`src/rtl/loader_pkg.sv`:
```
// rtl/loader_pkg.sv - shared types and defaults for the serial byte loader
package loader_pkg;

    localparam int DATA_W_DEF       = 8;
    localparam int CLKS_PER_BIT_DEF = 16;

    typedef enum logic [2:0] {
        ST_IDLE      = 3'd0,
        ST_START     = 3'd1,
        ST_DATA      = 3'd2,
        ST_STOP      = 3'd3,
        ST_WAIT_HIGH = 3'd4
    } loader_state_t;

endpackage

```
`src/rtl/sync_2ff.sv`:
```
// rtl/sync_2ff.sv - two-flop synchronizer with selectable reset value
module sync_2ff #(
    parameter logic RST_VAL = 1'b1
) (
    input  logic clk,
    input  logic rst_n,
    input  logic d,
    output logic q
);

    logic ff1_q, ff1_d;
    logic ff2_q, ff2_d;

    // next values: shift the asynchronous input through the chain
    always_comb begin
        ff1_d = d;
        ff2_d = ff1_q;
    end

    // chain registers; reset to the line idle level so no false edge appears
    always_ff @(posedge clk or negedge rst_n) begin
        if (!rst_n) begin
            ff1_q <= RST_VAL;
            ff2_q <= RST_VAL;
        end else begin
            ff1_q <= ff1_d;
            ff2_q <= ff2_d;
        end
    end

    assign q = ff2_q;

endmodule

```
`src/rtl/serial_byte_loader.sv`:
```
// rtl/serial_byte_loader.sv - 8N1 serial deserializer feeding a downstream register
module serial_byte_loader
    import loader_pkg::*;
#(
    parameter int DATA_W       = DATA_W_DEF,
    parameter int CLKS_PER_BIT = CLKS_PER_BIT_DEF
) (
    input  logic              clk,
    input  logic              rst,
    input  logic              en,
    input  logic              rxd,
    output logic [DATA_W-1:0] data_out,
    output logic              wen,
    output logic              busy,
    output logic              frame_err
);

    localparam int CNT_W = $clog2(CLKS_PER_BIT);
    localparam int BIT_W = $clog2(DATA_W + 1);
    localparam logic [CNT_W-1:0] HALF_LAST = CNT_W'(CLKS_PER_BIT / 2 - 1);
    localparam logic [CNT_W-1:0] FULL_LAST = CNT_W'(CLKS_PER_BIT - 1);
    localparam logic [BIT_W-1:0] BIT_LAST  = BIT_W'(DATA_W - 1);

    logic rxd_s;

    loader_state_t     state_q, state_d;
    logic [CNT_W-1:0]  cnt_q, cnt_d;
    logic [BIT_W-1:0]  bit_idx_q, bit_idx_d;
    logic [DATA_W-1:0] shift_q, shift_d;
    logic [DATA_W-1:0] data_q, data_d;
    logic              wen_q, wen_d;
    logic              err_q, err_d;

    sync_2ff #(.RST_VAL(1'b1)) u_sync (
        .clk   (clk),
        .rst_n (rst),
        .d     (rxd),
        .q     (rxd_s)
    );

    // frame FSM: mid-bit sampling, LSB-first shift, stop-bit validation
    always_comb begin
        state_d   = state_q;
        cnt_d     = cnt_q;
        bit_idx_d = bit_idx_q;
        shift_d   = shift_q;
        data_d    = data_q;
        wen_d     = 1'b0;
        err_d     = err_q;
        if (!en) begin
            state_d   = ST_IDLE;
            cnt_d     = '0;
            bit_idx_d = '0;
        end else begin
            unique case (state_q)
                ST_IDLE: begin
                    if (!rxd_s) begin
                        state_d = ST_START;
                        cnt_d   = '0;
                    end
                end
                ST_START: begin
                    if (cnt_q == HALF_LAST) begin
                        cnt_d = '0;
                        if (!rxd_s) begin
                            state_d   = ST_DATA;
                            bit_idx_d = '0;
                        end else begin
                            state_d = ST_IDLE;
                        end
                    end else begin
                        cnt_d = cnt_q + CNT_W'(1);
                    end
                end
                ST_DATA: begin
                    if (cnt_q == FULL_LAST) begin
                        cnt_d     = '0;
                        shift_d   = {rxd_s, shift_q[DATA_W-1:1]};
                        bit_idx_d = bit_idx_q + BIT_W'(1);
                        if (bit_idx_q == BIT_LAST) begin
                            state_d = ST_STOP;
                        end
                    end else begin
                        cnt_d = cnt_q + CNT_W'(1);
                    end
                end
                ST_STOP: begin
                    if (cnt_q == FULL_LAST) begin
                        cnt_d     = '0;
                        bit_idx_d = '0;
                        if (rxd_s) begin
                            data_d  = shift_q;
                            wen_d   = 1'b1;
                            err_d   = 1'b0;
                            state_d = ST_IDLE;
                        end else begin
                            err_d   = 1'b1;
                            state_d = ST_WAIT_HIGH;
                        end
                    end else begin
                        cnt_d = cnt_q + CNT_W'(1);
                    end
                end
                ST_WAIT_HIGH: begin
                    // a held-low break must release before a new start is accepted
                    if (rxd_s) begin
                        state_d = ST_IDLE;
                    end
                end
                default: begin
                    state_d = ST_IDLE;
                end
            endcase
        end
    end

    // state and datapath registers
    always_ff @(posedge clk or negedge rst) begin
        if (!rst) begin
            state_q   <= ST_IDLE;
            cnt_q     <= '0;
            bit_idx_q <= '0;
            shift_q   <= '0;
            data_q    <= '0;
            wen_q     <= 1'b0;
            err_q     <= 1'b0;
        end else begin
            state_q   <= state_d;
            cnt_q     <= cnt_d;
            bit_idx_q <= bit_idx_d;
            shift_q   <= shift_d;
            data_q    <= data_d;
            wen_q     <= wen_d;
            err_q     <= err_d;
        end
    end

    assign data_out  = data_q;
    assign wen       = wen_q;
    assign frame_err = err_q;
    assign busy      = (state_q != ST_IDLE);

endmodule
```
`config.mk`:
```
export PLATFORM = sky130hd
export DESIGN_NAME = serial_byte_loader
export DESIGN_NICKNAME = d
export VERILOG_FILES = /design/src/rtl/loader_pkg.sv /design/src/rtl/sync_2ff.sv /design/src/rtl/serial_byte_loader.sv
export SDC_FILE = /design/constraint.sdc
export NUM_CORES = 1
export LEC_CHECK = 0
export BUFFER_PORTS_ARGS = -buffer_cell sky130_fd_sc_hd__buf_2
export CAP_MARGIN = 25
export CORE_UTILIZATION = 55
export CTS_CLUSTER_DIAMETER = 50
export DETAILED_ROUTE_END_ITERATION = 10
export GPL_TIMING_DRIVEN = 0
export PLACE_DENSITY_LB_ADDON = 0.25
export SYNTH_ARGS = -nofsm -noshare
export SYNTH_HDL_FRONTEND = slang
export SYNTH_SLANG_ARGS = --single-unit
```
`constraint.sdc`:
```
create_clock -name clk -period 2.3 [get_ports clk]
set_input_delay 0.46 -clock clk [delete_from_list [all_inputs] [get_ports clk]]
set_output_delay 0.46 -clock clk [all_outputs]
set_load 0.01 [all_outputs]
```
==> metrics.cfg, run 1 <==
[outcome]
status = finished clean

[clock_tree]
root_buffer = clkbuf_4
postCtsHoldBufs = 0
clk_latency_ps = 330
cts_tree = done
clock_sinks = 31
post_cts_buffers = 0
clk_pin_slew_ps = 90
cts_htree_levels = 2
cts.path.max_buffers = 2
cts_resized = 0
numCtsBuffers = 5

[routing]
wl_met3_um = 137
drtIter0Drc = 38
drt-wirelength-per-cell_um = 14.31
viasPerCell = 5.697
m1WireLength_mm = 1.217
met2_wirelength_mm = 1.238
drt-pass1-iter-count = 4
ant_nets = 0
vias = 1054
drc_errors = 0
top_layer = met4
wirelength_mm = 2.647

[synth]
yosys-top-cells-count = 33 x nand2_1, 29 x dfrtp_1, 8 x mux2_2
synth_top_area_share_pct = 50.30
postSynthAreaPerCell_sq_um = 10.77
synth-edff-count = 0
yosysTopAreaCell = dfrtp_1
synthArstFlopShare_pct = 100.0
synth_ff_type = dfrtp_1
synth_cell_types = 43
synth.area.top_cells = dfrtp_1 50%, nand2_1 8.6%, mux2_2 6.2%
yosysWarningCount = 0
syn_inst = 134
synth_seq_cells = 31
syn-cell-area_sq_mm = 0.001443
ys_seq_area_share_pct = 53.95
syn_nets = 140
yosysMostFrequentCell = nand2_1

[sta]
worst_pin_slew_ps = 673.3
fin_skew_ps = 2.000
setup-tns-final_ps = 0
hold_viol = 0
max-slew-margin-rel_pct = 55.11
fmax_mhz = 511.9
period_minus_slack_ps = 1954
setup_viol = 0
fin_crit_sh_pct = 84.94
slew_viol_final = 0
rsz0062_at_grt = no

[setup_path]
rr_endpoint = data_out[2]
crit_chain = ha_1 > nand3_1 > nor3_1 > nand2_2 > mux2_2
start_kind = flop
path_max_fanout = 9
slowest_stage = nor3_1
path_class = reg -> reg
r2r_cells = 5
endpoint_kind = flop
arrival_ps = 2180
r2r_slack_ps = 350
required_ps = 2520
r2r-start = cnt_q[0]
cpPeakStageDelay_ps = 400

[die]
core.rowCount = 18
core-area_sq_mm = 0.002477
io_pins = 15
start_util_pct = 58.23
die_w_um = 53.22
die_h_um = 53.22
die_area_sq_mm = 0.002832

[grt]
grtUsageTotal_pct = 23.10
grt-ovfl-total = 0
grt_pass1_wl_mm = 4.347
grt_pass1_vias = 959
grt_antenna_before_repair = 0
grt_max_degree = 32

[run]
cap_violations = 0

[placement]
place_hpwl_mm = 1.728
gp_congestion = 0.8086
place_area_sq_mm = 0.001550
port_buffers = 14

[finish]
antenna_cells = 0
final_nets = 161
drive_above_1_share_pct = 26.45
final_cell_area_sq_mm = 0.001622
final_core_util_pct = 65.45
syn_to_final_growth_pct = 12.40

[power]
p_leak_uw = 0.0008138
irDropWorstVdd_mv = 0.4686
power_density_mw_per_mm2 = 619.3

[worst_hold_path]
hp-class = in -> async

[flip-flops by register name, summed over array words and instances (netlist names)]
register / cells
data_out: 8
frame_err: 1
cnt_q: 4
u_sync.ff1_q: 1
shift_q: 8
state_q: 3
bit_idx_q: 4
wen: 1
u_sync.q: 1
[worst max-delay path by stage]
stage / start / to / slack, ps / cells after the start
4_1_cts: cnt_q[0] / data_out[2] / 320 / 5
2_1_floorplan: state_q[1] / bit_idx_q[1] / 590 / 5
3_3_place_gp: cnt_q[0] / data_out[5] / 390 / 5
3_5_place_dp: cnt_q[0] / data_out[2] / 360 / 5
6_report: cnt_q[0] / data_out[2] / 350 / 5
5_1_grt: cnt_q[1] / data_out[5] / 200 / 5
[kinds of logic after synthesis]
family,synth area share (%)
xor gates and xnor gates,0.6072
muxes,9.454
adders and majority gates,1.734
and+or+nand+nor,22.20
DFF,53.95
buffers and inverters,3.122
AOI/OAI and AO/OA,8.934
[placed cells by master, fill, tap and decap left out, types with 2 or more instances in the layout]
cell / synthesis / layout
nand3_1: 4 / 4
buf_2: 3 / 17
mux2_2: 8 / 8
a21oi_1: 4 / 4
dfstp_2: 2 / 2
mux2i_1: 2 / 2
nand2_1: 33 / 33
dfrtp_1: 29 / 29
clkbuf_1: 3 / 4
nand2b_1: 2 / 2
nor2b_1: 3 / 3
ha_1: 2 / 2
nand3b_1: 3 / 3
nor3b_1: 3 / 3
nor3_1: 2 / 2
nor2_1: 3 / 3
inv_1: 2 / 2
clkbuf_4: 0 / 5
[metrics by stage]
stage / instances / worst slack (ps) / power, uW / hold slack (ps)
2_1_floorplan: 134 / 586.3 / 590.2 / 164.4
3_3_place_gp: 178 / 386.7 / 609.1 / 346.1
3_5_place_dp: 178 / 362.2 / 611.2 / 347.9
4_1_cts: 185 / 320.6 / 1021 / 159.8
5_1_grt: 185 / 204.8 / 1052 / 186.0
6_report: 185 / 346.3 / 1004 / 154.9
[final cells by class]
| class | instances | area [sq um] |
|---|---|---|
| tap | 30 | 37.54 |
| timing repair buffer | 14 | 70.07 |
| buffer | 7 | 37.54 |
| multi-input combinational | 94 | 619.3 |
| inverter | 2 | 7.507 |
| clock inverter | 1 | 30.03 |
| clock buffer | 6 | 41.29 |
| fill | 212 | 855.8 |
| sequential | 31 | 778.2 |
[power breakdown]
part,internal (uW),leakage [uW],switching (uW)
clock network,224,0.0000383,180
logic,17.1,0.000357,27.9
registers,551,0.000418,4.52
total,792,0.000814,213
[routing by layer]
layer  up-vias  global-route usage (%)
li1        501                       -
met1       518                   28.46
met2        31                   33.54
met3         4                   9.483
met4         0                   13.60
met5         -                       0
[worst max-delay path: cells and delay by family (launching register included)]
| family | cells | cell delay [ps] |
|---|---|---|
| muxes | 1 | 320 |
| adders and majority gates | 1 | 270 |
| and+or+nand+nor | 3 | 870 |
| DFF | 1 | 390 |
Power figures use the tool's default switching activity.
==> run 2: changes to the inputs <==
Settings changed: ABC_AREA from default to 1.
Clock period 2.3 ns to 1.9 ns, I/O delays scaled along.
==> run 2 against run 1 <==
- clock-buffer cell count unchanged
- non-clock buffer count is 5 lower
- final area rose by 2.5%
- worst hold slack worse by 90 ps
- critical path type unchanged
- critical endpoint is now data_out[5]
- largest power group unchanged
==> metrics.cfg, run 2 <==
[finish]
final_nets = 197
drive_above_1_share_pct = 21.35
syn_to_final_growth_pct = 12.82
regArea_sq_um = 778.2
multiInputGateArea_sq_um = 591.8
final_cell_mix = 57 x nand2_1, 29 x dfrtp_1, 17 x inv_1, 13 x buf_2
n_fill_cell = 213
final_common_cell = nand2_1
antenna_cells = 0

[clock_tree]
postCtsHoldBufs = 0
numCtsBuffers = 5
root_buffer = clkbuf_4
clk_latency_ps = 340
cts_tree = done
post_cts_buffers = 0
cts.path.max_buffers = 2
cts_htree_levels = 2
cts_resized = 0
clock_sinks = 31
clk_pin_slew_ps = 100

[synth]
syn_nets = 177
synthMuxAreaShare_pct = 0
synth_fa_ha_area_share_pct = 1.698
postSynthAreaPerCell_sq_um = 8.619
synth_compound_area_share_pct = 9.677
yosysTopAreaCell = dfrtp_1
synth_cell_types = 27
synth-edff-count = 0
ys_seq_area_share_pct = 52.80
yosysMostFrequentCell = nand2_1
synth_seq_cells = 31
yosys.area_share.simple_pct = 27.59
synth.area.top_cells = dfrtp_1 49%, nand2_1 15%, inv_1 4.3%
synth_top_family_by_area = simple AND/OR/NAND/NOR gates
synth-xor-area-share_pct = 1.188
yosysWarningCount = 0
synth_ff_type = dfrtp_1
syn-cell-area_sq_mm = 0.001474
synth_top_area_share_pct = 49.24
syn_inst = 171
yosys-top-cells-count = 57 x nand2_1, 29 x dfrtp_1, 17 x inv_1
synthArstFlopShare_pct = 100.0

[setup_path]
path_max_fanout = 10
crit_start = cnt_q[0]
start_kind = flop
arrival_ps = 1880
r2r_slack_ps = 250
required_ps = 2140
r2r_cells = 9
r2r-start = cnt_q[0]
path_class = reg -> reg
endpoint_kind = flop

[placement]
dpl_worst_slack_ps = 268.9
port_buffers = 13
gp_congestion = 0.8535
place_hpwl_mm = 2.064

[routing]
drc_errors = 0
ant_nets = 0
vias = 1161
wirelength_mm = 2.886
drt-wirelength-per-cell_um = 13.00
drt-pass1-iter-count = 4
viasPerCell = 5.230
drtIter0Drc = 30

[grt]
grtUsageMet1_pct = 27.87
met2_usage_pct = 38.27
grt_antenna_before_repair = 0
grt-ovfl-total = 0
grt_max_degree = 32
grtUsageTotal_pct = 23.66
grt_pass1_wl_mm = 4.609
grt.busiest_layer = met2
grt_pass1_vias = 1061
grtUsageMet3_pct = 6.780

[sta]
fin_crit_sh_pct = 86.65
rsz0062_at_grt = no
fin_skew_ps = 5.530
fmax_mhz = 607.4
layout_setup_ws_ps = 253.6
hold_viol = 0
max-slew-margin-rel_pct = 55.07
setup_viol = 0
slew_viol_final = 0
period_minus_slack_ps = 1646
worst_pin_slew_ps = 673.9
setup-tns-final_ps = 0

[die]
die_w_um = 53.77
io_pins = 15
die_area_sq_mm = 0.002891
start_util_pct = 58.96
core.rowCount = 18
die_h_um = 53.77
core-area_sq_mm = 0.002500

[power]
irDropWorstVdd_mv = 0.7291
total_power_uw = 1556
p_leak_uw = 0.0009034
power_density_mw_per_mm2 = 935.7

[worst_hold_path]
hp-class = in -> async

[outcome]
status = finished clean

[run]
cap_violations = 0

## run 2: kinds of logic (layout without fill, tap and decap cells)
logic type | after synthesis | after routing
simple gates | 91 | 91
flops | 31 | 31
compound gates | 23 | 23
buf+inv | 22 | 43
fa+ha+maj | 2 | 2
xor+xnor | 2 | 2
## run 2: path summary, 6_finish.rpt
kind                                end
max in group asynchronous    shift_q[6]
max                         data_out[5]
max reg2reg                 data_out[5]
min in group clk           u_sync.ff1_q
min reg2reg                    u_sync.q
min                            cnt_q[3]
## run 2: routing by layer
metal  up-vias  share of wire, %
li1        587                 -
met1       549                42
met2        18                52
met3         7               3.5
met4         0               2.6
met5         -                 0
## run 2: final cells by class
class	count	share of cell area, %
Sequential cell	31	46.80
Multi-Input combinational cell	118	35.59
Inverter	19	4.439
Timing Repair Buffer	13	3.913
Clock buffer	6	3.085
Tap cell	30	2.257
Clock inverter	2	2.107
Buffer	3	1.806
## run 2: report_power, final
group / switching, uW / leakage, uW / total [uW] / internal, uW
Clock: 236 / 0.0000482 / 547 / 311
Sequential: 40.8 / 0.000392 / 738 / 697
Combinational: 188 / 0.000463 / 271 / 82.9
Total: 465 / 0.000903 / 1560 / 1090
## run 2: worst max-delay path, stage by stage (launching register included)
cell	delay, ps
dfrtp_1	400
ha_1	190
nand2_1	60
inv_1	90
nand2_1	180
inv_1	140
nand3_2	160
buf_6	200
nand2_1	70
o21ai_2	50
## run 2: stage by stage
stage / hold WS [ps] / util [%] / instances / area [sq um]
6_report: 65.25 / 66.52 / 222 / 1663
5_1_grt: 127.2 / 66.52 / 222 / 1663
4_1_cts: 85.26 / 66.52 / 222 / 1663
3_5_place_dp: 347.2 / 63.06 / 214 / 1577
3_3_place_gp: 346.2 / 63.06 / 214 / 1577
2_1_floorplan: 84.41 / - / 171 / 1474
